**src/rtl/kernel_job_scheduler.sv**
```systemverilog
// Job queue plus round-robin dispatcher: buffers job ids and issues each one to
// the next idle kernel, tracking per-kernel busy and completion status.
module kernel_job_scheduler #(
  parameter int KERNEL_NUM = 8,
  parameter int JOB_W      = 16,
  parameter int FIFO_DEPTH = 4
) (
  input  logic                          clk,
  input  logic                          rst_n,
  input  logic                          sched_enable,
  input  logic                          job_valid,
  input  logic [JOB_W-1:0]              job_id,
  output logic                          job_ready,
  output logic [KERNEL_NUM-1:0]         kernel_start,
  output logic [JOB_W-1:0]              kernel_job_id,
  input  logic [KERNEL_NUM-1:0]         kernel_done,
  output logic [KERNEL_NUM-1:0]         kernel_busy,
  output logic [KERNEL_NUM-1:0]         kernel_complete,
  output logic [$clog2(FIFO_DEPTH):0]   fifo_count,
  output logic [1:0]                    dbg_state
);

  localparam int PW = $clog2(FIFO_DEPTH);
  localparam int CW = PW + 1;
  localparam int KW = $clog2(KERNEL_NUM);

  typedef enum logic [1:0] {
    S_IDLE  = 2'd0,
    S_ARB   = 2'd1,
    S_ISSUE = 2'd2
  } state_e;

  // Handshake: a job is taken on any rising edge where job_valid and job_ready
  // are both high; job_ready depends only on the registered queue count.

  state_e                  state_q, state_d;
  logic [JOB_W-1:0]        mem_q [FIFO_DEPTH];
  logic [PW-1:0]           wr_ptr_q, rd_ptr_q;
  logic [CW-1:0]           count_q, count_d;
  logic [KERNEL_NUM-1:0]   busy_q, busy_d;
  logic [KERNEL_NUM-1:0]   complete_q, complete_d;
  logic [KERNEL_NUM-1:0]   start_q;
  logic [JOB_W-1:0]        job_id_q;
  logic [KW-1:0]           last_grant_q;

  logic                    push, issue, fifo_empty, grant_found;
  logic [KW-1:0]           grant_idx;
  logic [KERNEL_NUM-1:0]   grant_oh;
  int                      idx;

  assign job_ready       = (count_q < CW'(FIFO_DEPTH));
  assign fifo_empty      = (count_q == '0);
  assign push            = job_valid & job_ready;
  assign kernel_start    = start_q;
  assign kernel_job_id   = job_id_q;
  assign kernel_busy     = busy_q;
  assign kernel_complete = complete_q;
  assign fifo_count      = count_q;
  assign dbg_state       = state_q;

  // Round-robin search starting one past the last granted kernel.
  always_comb begin
    grant_found = 1'b0;
    grant_idx   = '0;
    idx         = 0;
    for (int i = 1; i <= KERNEL_NUM; i++) begin
      idx = int'(last_grant_q) + i;
      if (idx >= KERNEL_NUM) idx = idx - KERNEL_NUM;
      if (!grant_found && !busy_q[KW'(idx)]) begin
        grant_found = 1'b1;
        grant_idx   = KW'(idx);
      end
    end
  end

  always_comb begin
    state_d = state_q;
    issue   = 1'b0;
    case (state_q)
      S_IDLE: begin
        if (!fifo_empty && sched_enable) state_d = S_ARB;
      end
      S_ARB: begin
        if (!sched_enable || fifo_empty) begin
          state_d = S_IDLE;
        end else if (grant_found) begin
          state_d = S_ISSUE;
          issue   = 1'b1;
        end
      end
      S_ISSUE: begin
        state_d = (!fifo_empty && sched_enable) ? S_ARB : S_IDLE;
      end
      default: state_d = S_IDLE;
    endcase
  end

  // The start pulse is registered, so it is visible exactly while in ISSUE.
  always_comb begin
    grant_oh = '0;
    if (issue) grant_oh[grant_idx] = 1'b1;
    count_d    = count_q + CW'(push) - CW'(issue);
    busy_d     = (busy_q & ~kernel_done) | grant_oh;
    complete_d = (complete_q | (kernel_done & busy_q)) & ~grant_oh;
  end

  always_ff @(posedge clk) begin
    if (push) mem_q[wr_ptr_q] <= job_id;
  end

  always_ff @(posedge clk or negedge rst_n) begin
    if (!rst_n) begin
      state_q      <= S_IDLE;
      wr_ptr_q     <= '0;
      rd_ptr_q     <= '0;
      count_q      <= '0;
      busy_q       <= '0;
      complete_q   <= '0;
      start_q      <= '0;
      job_id_q     <= '0;
      last_grant_q <= KW'(KERNEL_NUM - 1);
    end else begin
      state_q    <= state_d;
      count_q    <= count_d;
      busy_q     <= busy_d;
      complete_q <= complete_d;
      start_q    <= grant_oh;
      if (push) wr_ptr_q <= wr_ptr_q + PW'(1);
      if (issue) begin
        rd_ptr_q     <= rd_ptr_q + PW'(1);
        job_id_q     <= mem_q[rd_ptr_q];
        last_grant_q <= grant_idx;
      end else begin
        job_id_q <= '0;
      end
    end
  end

endmodule

```
**config.mk**
```make
export PLATFORM = sky130hd
export DESIGN_NAME = kernel_job_scheduler
export DESIGN_NICKNAME = d
export VERILOG_FILES = /design/src/rtl/kernel_job_scheduler.sv
export SDC_FILE = /design/constraint.sdc
export NUM_CORES = 1
export LEC_CHECK = 0
export BUFFER_PORTS_ARGS = -buffer_cell sky130_fd_sc_hd__clkbuf_2
export CAP_MARGIN = 10
export CORE_MARGIN = 2
export CORE_UTILIZATION = 33
export CTS_CLUSTER_DIAMETER = 80
export DETAILED_ROUTE_END_ITERATION = 10
export GPL_ROUTABILITY_DRIVEN = 1
export HOLD_SLACK_MARGIN = 0.08
export PLACE_DENSITY = 0.53
export REMOVE_ABC_BUFFERS = 1
export SETUP_SLACK_MARGIN = 0.05
export SLEW_MARGIN = 20
export SYNTH_ARGS = -nofsm -noshare
export SYNTH_HDL_FRONTEND = slang
export SYNTH_SLANG_ARGS = --single-unit
```
**constraint.sdc**
```tcl
create_clock -name clk -period 5.1 [get_ports clk]
set_input_delay 0.765 -clock clk [delete_from_list [all_inputs] [get_ports clk]]
set_output_delay 0.765 -clock clk [all_outputs]
set_load 0.01 [all_outputs]
```
# == After elaboration in Yosys (flattened, before gate mapping) ==
# Memories as Yosys holds them, arrays and structs flattened.
# Index checks and enable logic that the tools add are counted.
# totals
elab_cells,151
ff_bits,52
in_bits,28
memories,1
ram_bits,64
# mem_list
name,depth,width,rd,rd_ports_with_merged_regs,write_ports,line_no,text
mem_q,4,16,1,0,1,37,logic [JOB_W-1:0] mem_q [FIFO_DEPTH];
# op_classes
bitwise_logic,8
n_eq_ne,4
addsub,20
mux,62
reduce_logical,28
order_cmp,19
# op_table
operator,count
$mux 3,16
$lt 3x5->1 const B,8
$mux 1,31
$ge 4x4->1 const B,7
$and 8x8->8,3
$bmux 1 s3,8
$sub 3x1->3 const B,8
$add 3x3->4 const B,4
$mux 16,1
$not 8->8,2
$or 8x8->8,2
$logic_not 1->1,15
$logic_and 1x1->1,9
$add 3x2->4 const B,2
$mux 8,1
$mux 2,3
$pmux 2 s3,1
$add 3x4->5 const B,1
$ge 5x4->1 const B,1
$add 2x1->2 const B,2
$add 3x1->4 const B,1
$lt 3x4->1 const B,1
$add 3x1->3,1
$demux 1 s3,1
other kinds (12),12

# == Depth between registers and ports, before layout ==
# logic_depth
depth_word,34
mapped_depth,19
ltp_nobuf,15

# == Worst setup path after synthesis ==
# No wires, ideal clock.
# synth_path
kind,reg2reg
startpoint,register last_grant_q[0]
endpoint,register count_q[2] (netlist: fifo_count[2])
required_time_ns,4.973
period_less_slack_ns,4.137
path_slack_ns,0.963
n_path_buf,4
path_stages_with_launch,20
arrival_time_ns,4.010
path_cell_list,dfstp_2 buf_6 buf_4 inv_2 ha_1 buf_6 mux2_1 mux4_2 a32o_1 inv_1 o21ai_1 inv_2 buf_2 ha_1 inv_1 ha_1 inv_1 fa_1 xnor2_1 xnor2_1
# synth_via
elab_chain_len,31
elab_cells_between_ends,88
# synth_lines
element,line_no,text
from (decl),44,logic [KW-1:0] last_grant_q;
from (signal assigned),121,last_grant_q <= KW'(KERNEL_NUM - 1);
from (signal assigned),132,last_grant_q <= grant_idx;
$add 3x2->4,67,idx = int'(last_grant_q) + i;
$ge 4x4->1 / $sub 3x1->3 (equally long branches),68,if (idx >= KERNEL_NUM) idx = idx - KERNEL_NUM;
$mux 3,68,
$bmux 1 s3,69,if (!grant_found && !busy_q[KW'(idx)]) begin
$mux 1 (implied by the code) (2 in a row),69,
$logic_not 1->1,69,
$logic_and 1x1->1,69,
$mux 1,69,
[... 16 more ...],--,
$logic_and 1x1->1,69,
$mux 1 *,69,
$mux 1 *,86,end else if (grant_found) begin
$mux 1 *,84,if (!sched_enable || fifo_empty) begin
$mux 1 *,79,case (state_q)
named net issue,46,"logic push, issue, fifo_empty, grant_found;"
$sub 3x1->3 *,102,count_d = count_q + CW'(push) - CW'(issue);
named net count_d[2],39,"logic [CW-1:0] count_q, count_d;"
to (signal assigned),124,count_q <= count_d;
to (decl),39,
# Mark *: on every way through the listed nets, which the timed path passes. The rest lies on a longest branch. The select of a mux whose other input is x is not followed.
# A chain may end at the register's enable or synchronous reset.

# == Final worst setup path ==
# layout_path
startpoint,register last_grant_q[1]
endpoint,register count_q[2] (netlist: fifo_count[2])
# layout_via
elab_chain_len,31
elab_cells_between_ends,88
# layout_lines
element,line_no
$add 3x2->4,67
$ge 4x4->1 / $sub 3x1->3 (equally long branches),68
$mux 3,68
$bmux 1 s3,69
$mux 1 (implied by the code) (2 in a row),69
$logic_not 1->1,69
$logic_and 1x1->1,69
$mux 1,69
[... 15 more ...],--
$logic_not 1->1,69
$logic_and 1x1->1,69
$mux 1 *,69
$mux 1 *,86
$mux 1 *,84
$mux 1 *,79
$sub 3x1->3 *,102
named net count_d[2],39
# Marked as above.

==> flow_metrics.env <==
export IMPL_cts_buffers=17
export IMPL_grt_ovfl_total=0
export IMPL_swShare=0.357
export IMPL_dr_pass1_iters=4
export IMPL_end_kind="flop"
export IMPL_clkPwrFrac=0.297
export IMPL_grt_usage=0.150
export IMPL_cts_hold_fix_buffers=0
export IMPL_grt_max_degree=53
export IMPL_synthMuxAreaShare=0.142
export IMPL_crit_arrival_ns=4.61
export IMPL_synth_compound_area_frac=0.0956
export IMPL_cellLeakagePower_nw=2.63
export IMPL_power_density_mw_per_mm2=636
export IMPL_drtAntennaViolNets=0
export IMPL_yosysSeqAreaShare=0.600
export IMPL_cts_resized=0
export IMPL_dieWidth_um=132
export IMPL_htree_levels=4
export IMPL_start_util=0.338
export IMPL_fin_crit_ns=4.32
export IMPL_netlist_area_leader_share=0.357
export IMPL_num_rows=46
export IMPL_p_switching_mw=1.49
export IMPL_drtIter0Drc=204
export IMPL_critPathKind="flop to flop"
export IMPL_async_reset_ff_frac=0.448
export IMPL_drcViolationCount=0
export IMPL_vias_per_cell=4.96
export IMPL_final_net_count=479
export IMPL_place_area_mm2=0.00596
export IMPL_netlist_instances=360
export IMPL_yosys_area_share_adder=0.0223
export IMPL_finalWirelength_mm=12.4
export IMPL_antenna_found_initial=0
export IMPL_whs_ns=0.478
export IMPL_min_period_over_period=0.847
export IMPL_timing_setup_tns_ns=0
export IMPL_place_congestion=0.818
export IMPL_synth_area_leaders="edfxtp_1 36%, dfrtp_1 23%, mux4_2 12%"
export IMPL_critPathBufInv=4
export IMPL_hold_viol_final=0
export IMPL_core_area_mm2=0.0159
export IMPL_p_int_mw=2.69
export IMPL_maxCapViolCount=0
export IMPL_avgSynthCellArea_um2=14.9
export IMPL_clk_path_buf_depth=2
export IMPL_met2_usage=0.250
export IMPL_synthSimpleGateAreaFrac=0.0877
export IMPL_setup_viol=0
export IMPL_fin_skew_ns=0.00866
export IMPL_peakVddDrop_mv=0.347
export IMPL_max_freq_mhz=231
export IMPL_comb_power_share=0.371
export IMPL_start_kind="flop"
export IMPL_synth_ff_type="edfxtp_1"
export IMPL_cts_tree="done"
export IMPL_dieArea_mm2=0.0173
export IMPL_port_buffers=73
export IMPL_synth_top_family_by_area="multiplexers"
export IMPL_relSlewSlack=0.402
export IMPL_max_stage_delay_ns=0.72
export IMPL_ys_ff_latch=116
export IMPL_final_util=0.415
export IMPL_met1_usage=0.184
export IMPL_wire_per_inst_um=18.4
export IMPL_crit_cells=15
export IMPL_synth_area_leader_cell="edfxtp_1"
export IMPL_clk_pin_slew_ns=0.05
export IMPL_num_io_pins=74
export IMPL_root_buffer="clkbuf_16"
export IMPL_clk_latency_ns=0.41
export IMPL_synth_edff_count=64
export IMPL_status="finished, final reports clean"
export IMPL_hold_path_class="input port to asynchronous set/reset pin"
export IMPL_grt_pass1_wl_mm=19.6
export IMPL_pwr_share_seq=0.332
export IMPL_synthXorXnorAreaFrac=0.0177
export IMPL_cts_sinks=116
export IMPL_crit_path_max_fanout=14
export IMPL_rsz0062_at_grt="false"
export IMPL_mostFrequentLayoutCell="clkbuf_2"
export IMPL_grt_busiest_layer="met2"
export IMPL_required_ns=5.39
export IMPL_reg2reg_depth=15
export IMPL_drive_gt1_frac=0.367
export IMPL_postCtsSetupRepairBufs=0
export IMPL_synth_warnings=0
export IMPL_n_antenna_cell=0
export IMPL_synth_distinct_cells=71
export IMPL_path_cells="inv_1, ha_1, mux4_2, mux2i_1, a211oi_2, nand4_1, o21ai_1, inv_2, ha_1, inv_1, ha_1, inv_1, fa_1, xnor2_1, xnor2_1"
export IMPL_grt_pass1_vias=3472
export IMPL_dp_hpwl_mm=8.44
export IMPL_stdcell_area_mm2=0.00659
export IMPL_area_growth_pct=22.5
export IMPL_slew_viol_final=0
export IMPL_critPathTopFamily="adder cells"
export IMPL_die_h_um=132
export IMPL_crit_path_top_delay_cell="dfstp_2"
export IMPL_syn_cell_area_mm2=0.00538
export IMPL_final_cell_mix="73 x clkbuf_2, 64 x edfxtp_1, 49 x dfrtp_1"
export IMPL_vias=3331
export IMPL_met3_usage=0.0390
export IMPL_tightest_slew_ns=0.897
==> registers in the layout (all words and copies together), names as in the netlist <==
signal and cells:
dbg_state 2, rd_ptr_q 2, wr_ptr_q 2, fifo_count 3, last_grant_q 3, kernel_busy 8, kernel_start 8, kernel_job_id 16
kernel_complete 8, mem_q 64
==> area by class of cell <==
type / count / area, um^2
Fill cell: 1506 / 9300
Clock inverter: 14 / 184
Tap cell: 216 / 270
Timing Repair Buffer: 80 / 418
Sequential cell: 116 / 3230
Inverter: 23 / 86.3
Multi-Input combinational cell: 204 / 1960
Clock buffer: 18 / 439
==> through the flow <==
step / setup slack [ns] / power [mW] / instances
global route: 0.354 / 4.42 / 671
finish: 0.780 / 4.19 / 671
global placement: 0.811 / 2.98 / 639
detailed placement: 0.793 / 2.97 / 639
CTS: 0.772 / 4.23 / 671
floorplan: 0.894 / 2.43 / 343
==> routing by layer <==
metal	up-vias	routed length [um]
met5	-	0
met4	0	311
met3	17	644
met2	95	6250
met1	1665	5180
li1	1554	-
==> power groups by stage <==
stage | clock network [mW] | logic [mW] | registers (mW)
2_1_floorplan | 0 | 0.986 | 1.44
3_3_place_gp | 0 | 1.57 | 1.41
3_5_place_dp | 0 | 1.56 | 1.41
4_1_cts | 1.27 | 1.57 | 1.39
5_1_grt | 1.31 | 1.69 | 1.42
6_report | 1.24 | 1.55 | 1.39
==> final timing paths <==
| path | startpoint | endpoint | slack [ns] |
|---|---|---|---|
| worst max-delay path | last_grant_q[1] | fifo_count[2] | 0.78 |
| worst min-delay path | rst_n | kernel_job_id[5] | 0.48 |
| worst max register to register | last_grant_q[1] | fifo_count[2] | 0.78 |
| worst min register to register | dbg_state[0] | dbg_state[0] | 0.49 |
| max in group asynchronous | rst_n | fifo_count[2] | 4.14 |
| min in group clk | dbg_state[0] | dbg_state[0] | 0.49 |
==> synthesized netlist by cell type, types with 3 or more instances <==
| library cell | count |
|---|---|
| a21o_1 | 4 |
| nand2_1 | 6 |
| a22o_1 | 3 |
| nor2b_1 | 3 |
| nor3_1 | 4 |
| dfrtp_1 | 49 |
| xnor2_1 | 7 |
| a211oi_1 | 3 |
| buf_4 | 4 |
| ha_1 | 8 |
| or2_2 | 3 |
| mux4_2 | 29 |
| mux2i_1 | 3 |
| edfxtp_1 | 64 |
| dfstp_2 | 3 |
| buf_2 | 5 |
| o21ai_0 | 8 |
| nand4_1 | 4 |
| inv_1 | 21 |
| clkbuf_1 | 4 |
| nor2_1 | 13 |
| mux2_2 | 5 |
| a21oi_1 | 14 |
| o22ai_1 | 7 |
| and2_1 | 24 |
==> cell families after synthesis <==
group	Yosys count
DFF	116
and+or+nand+nor	78
AOI/OAI and AO/OA	68
xor gates and xnor gates	10
buffers and inverters	40
adders and majority gates	9
muxes	39
==> worst reg2reg max path, delay by kind of cell, from the launching register on <==
kind                     cells  cell delay, ns
AO/OA/AOI/OAI                2            0.92
AND/OR/NAND/NOR              1            0.24
buffers and inverters        4            0.35
XOR/XNOR                     2            0.27
multiplexers                 2            0.52
adder cells (fa/ha/maj)      4            1.20
flip-flops                   1            0.72
Power figures use the tool's default switching activity.
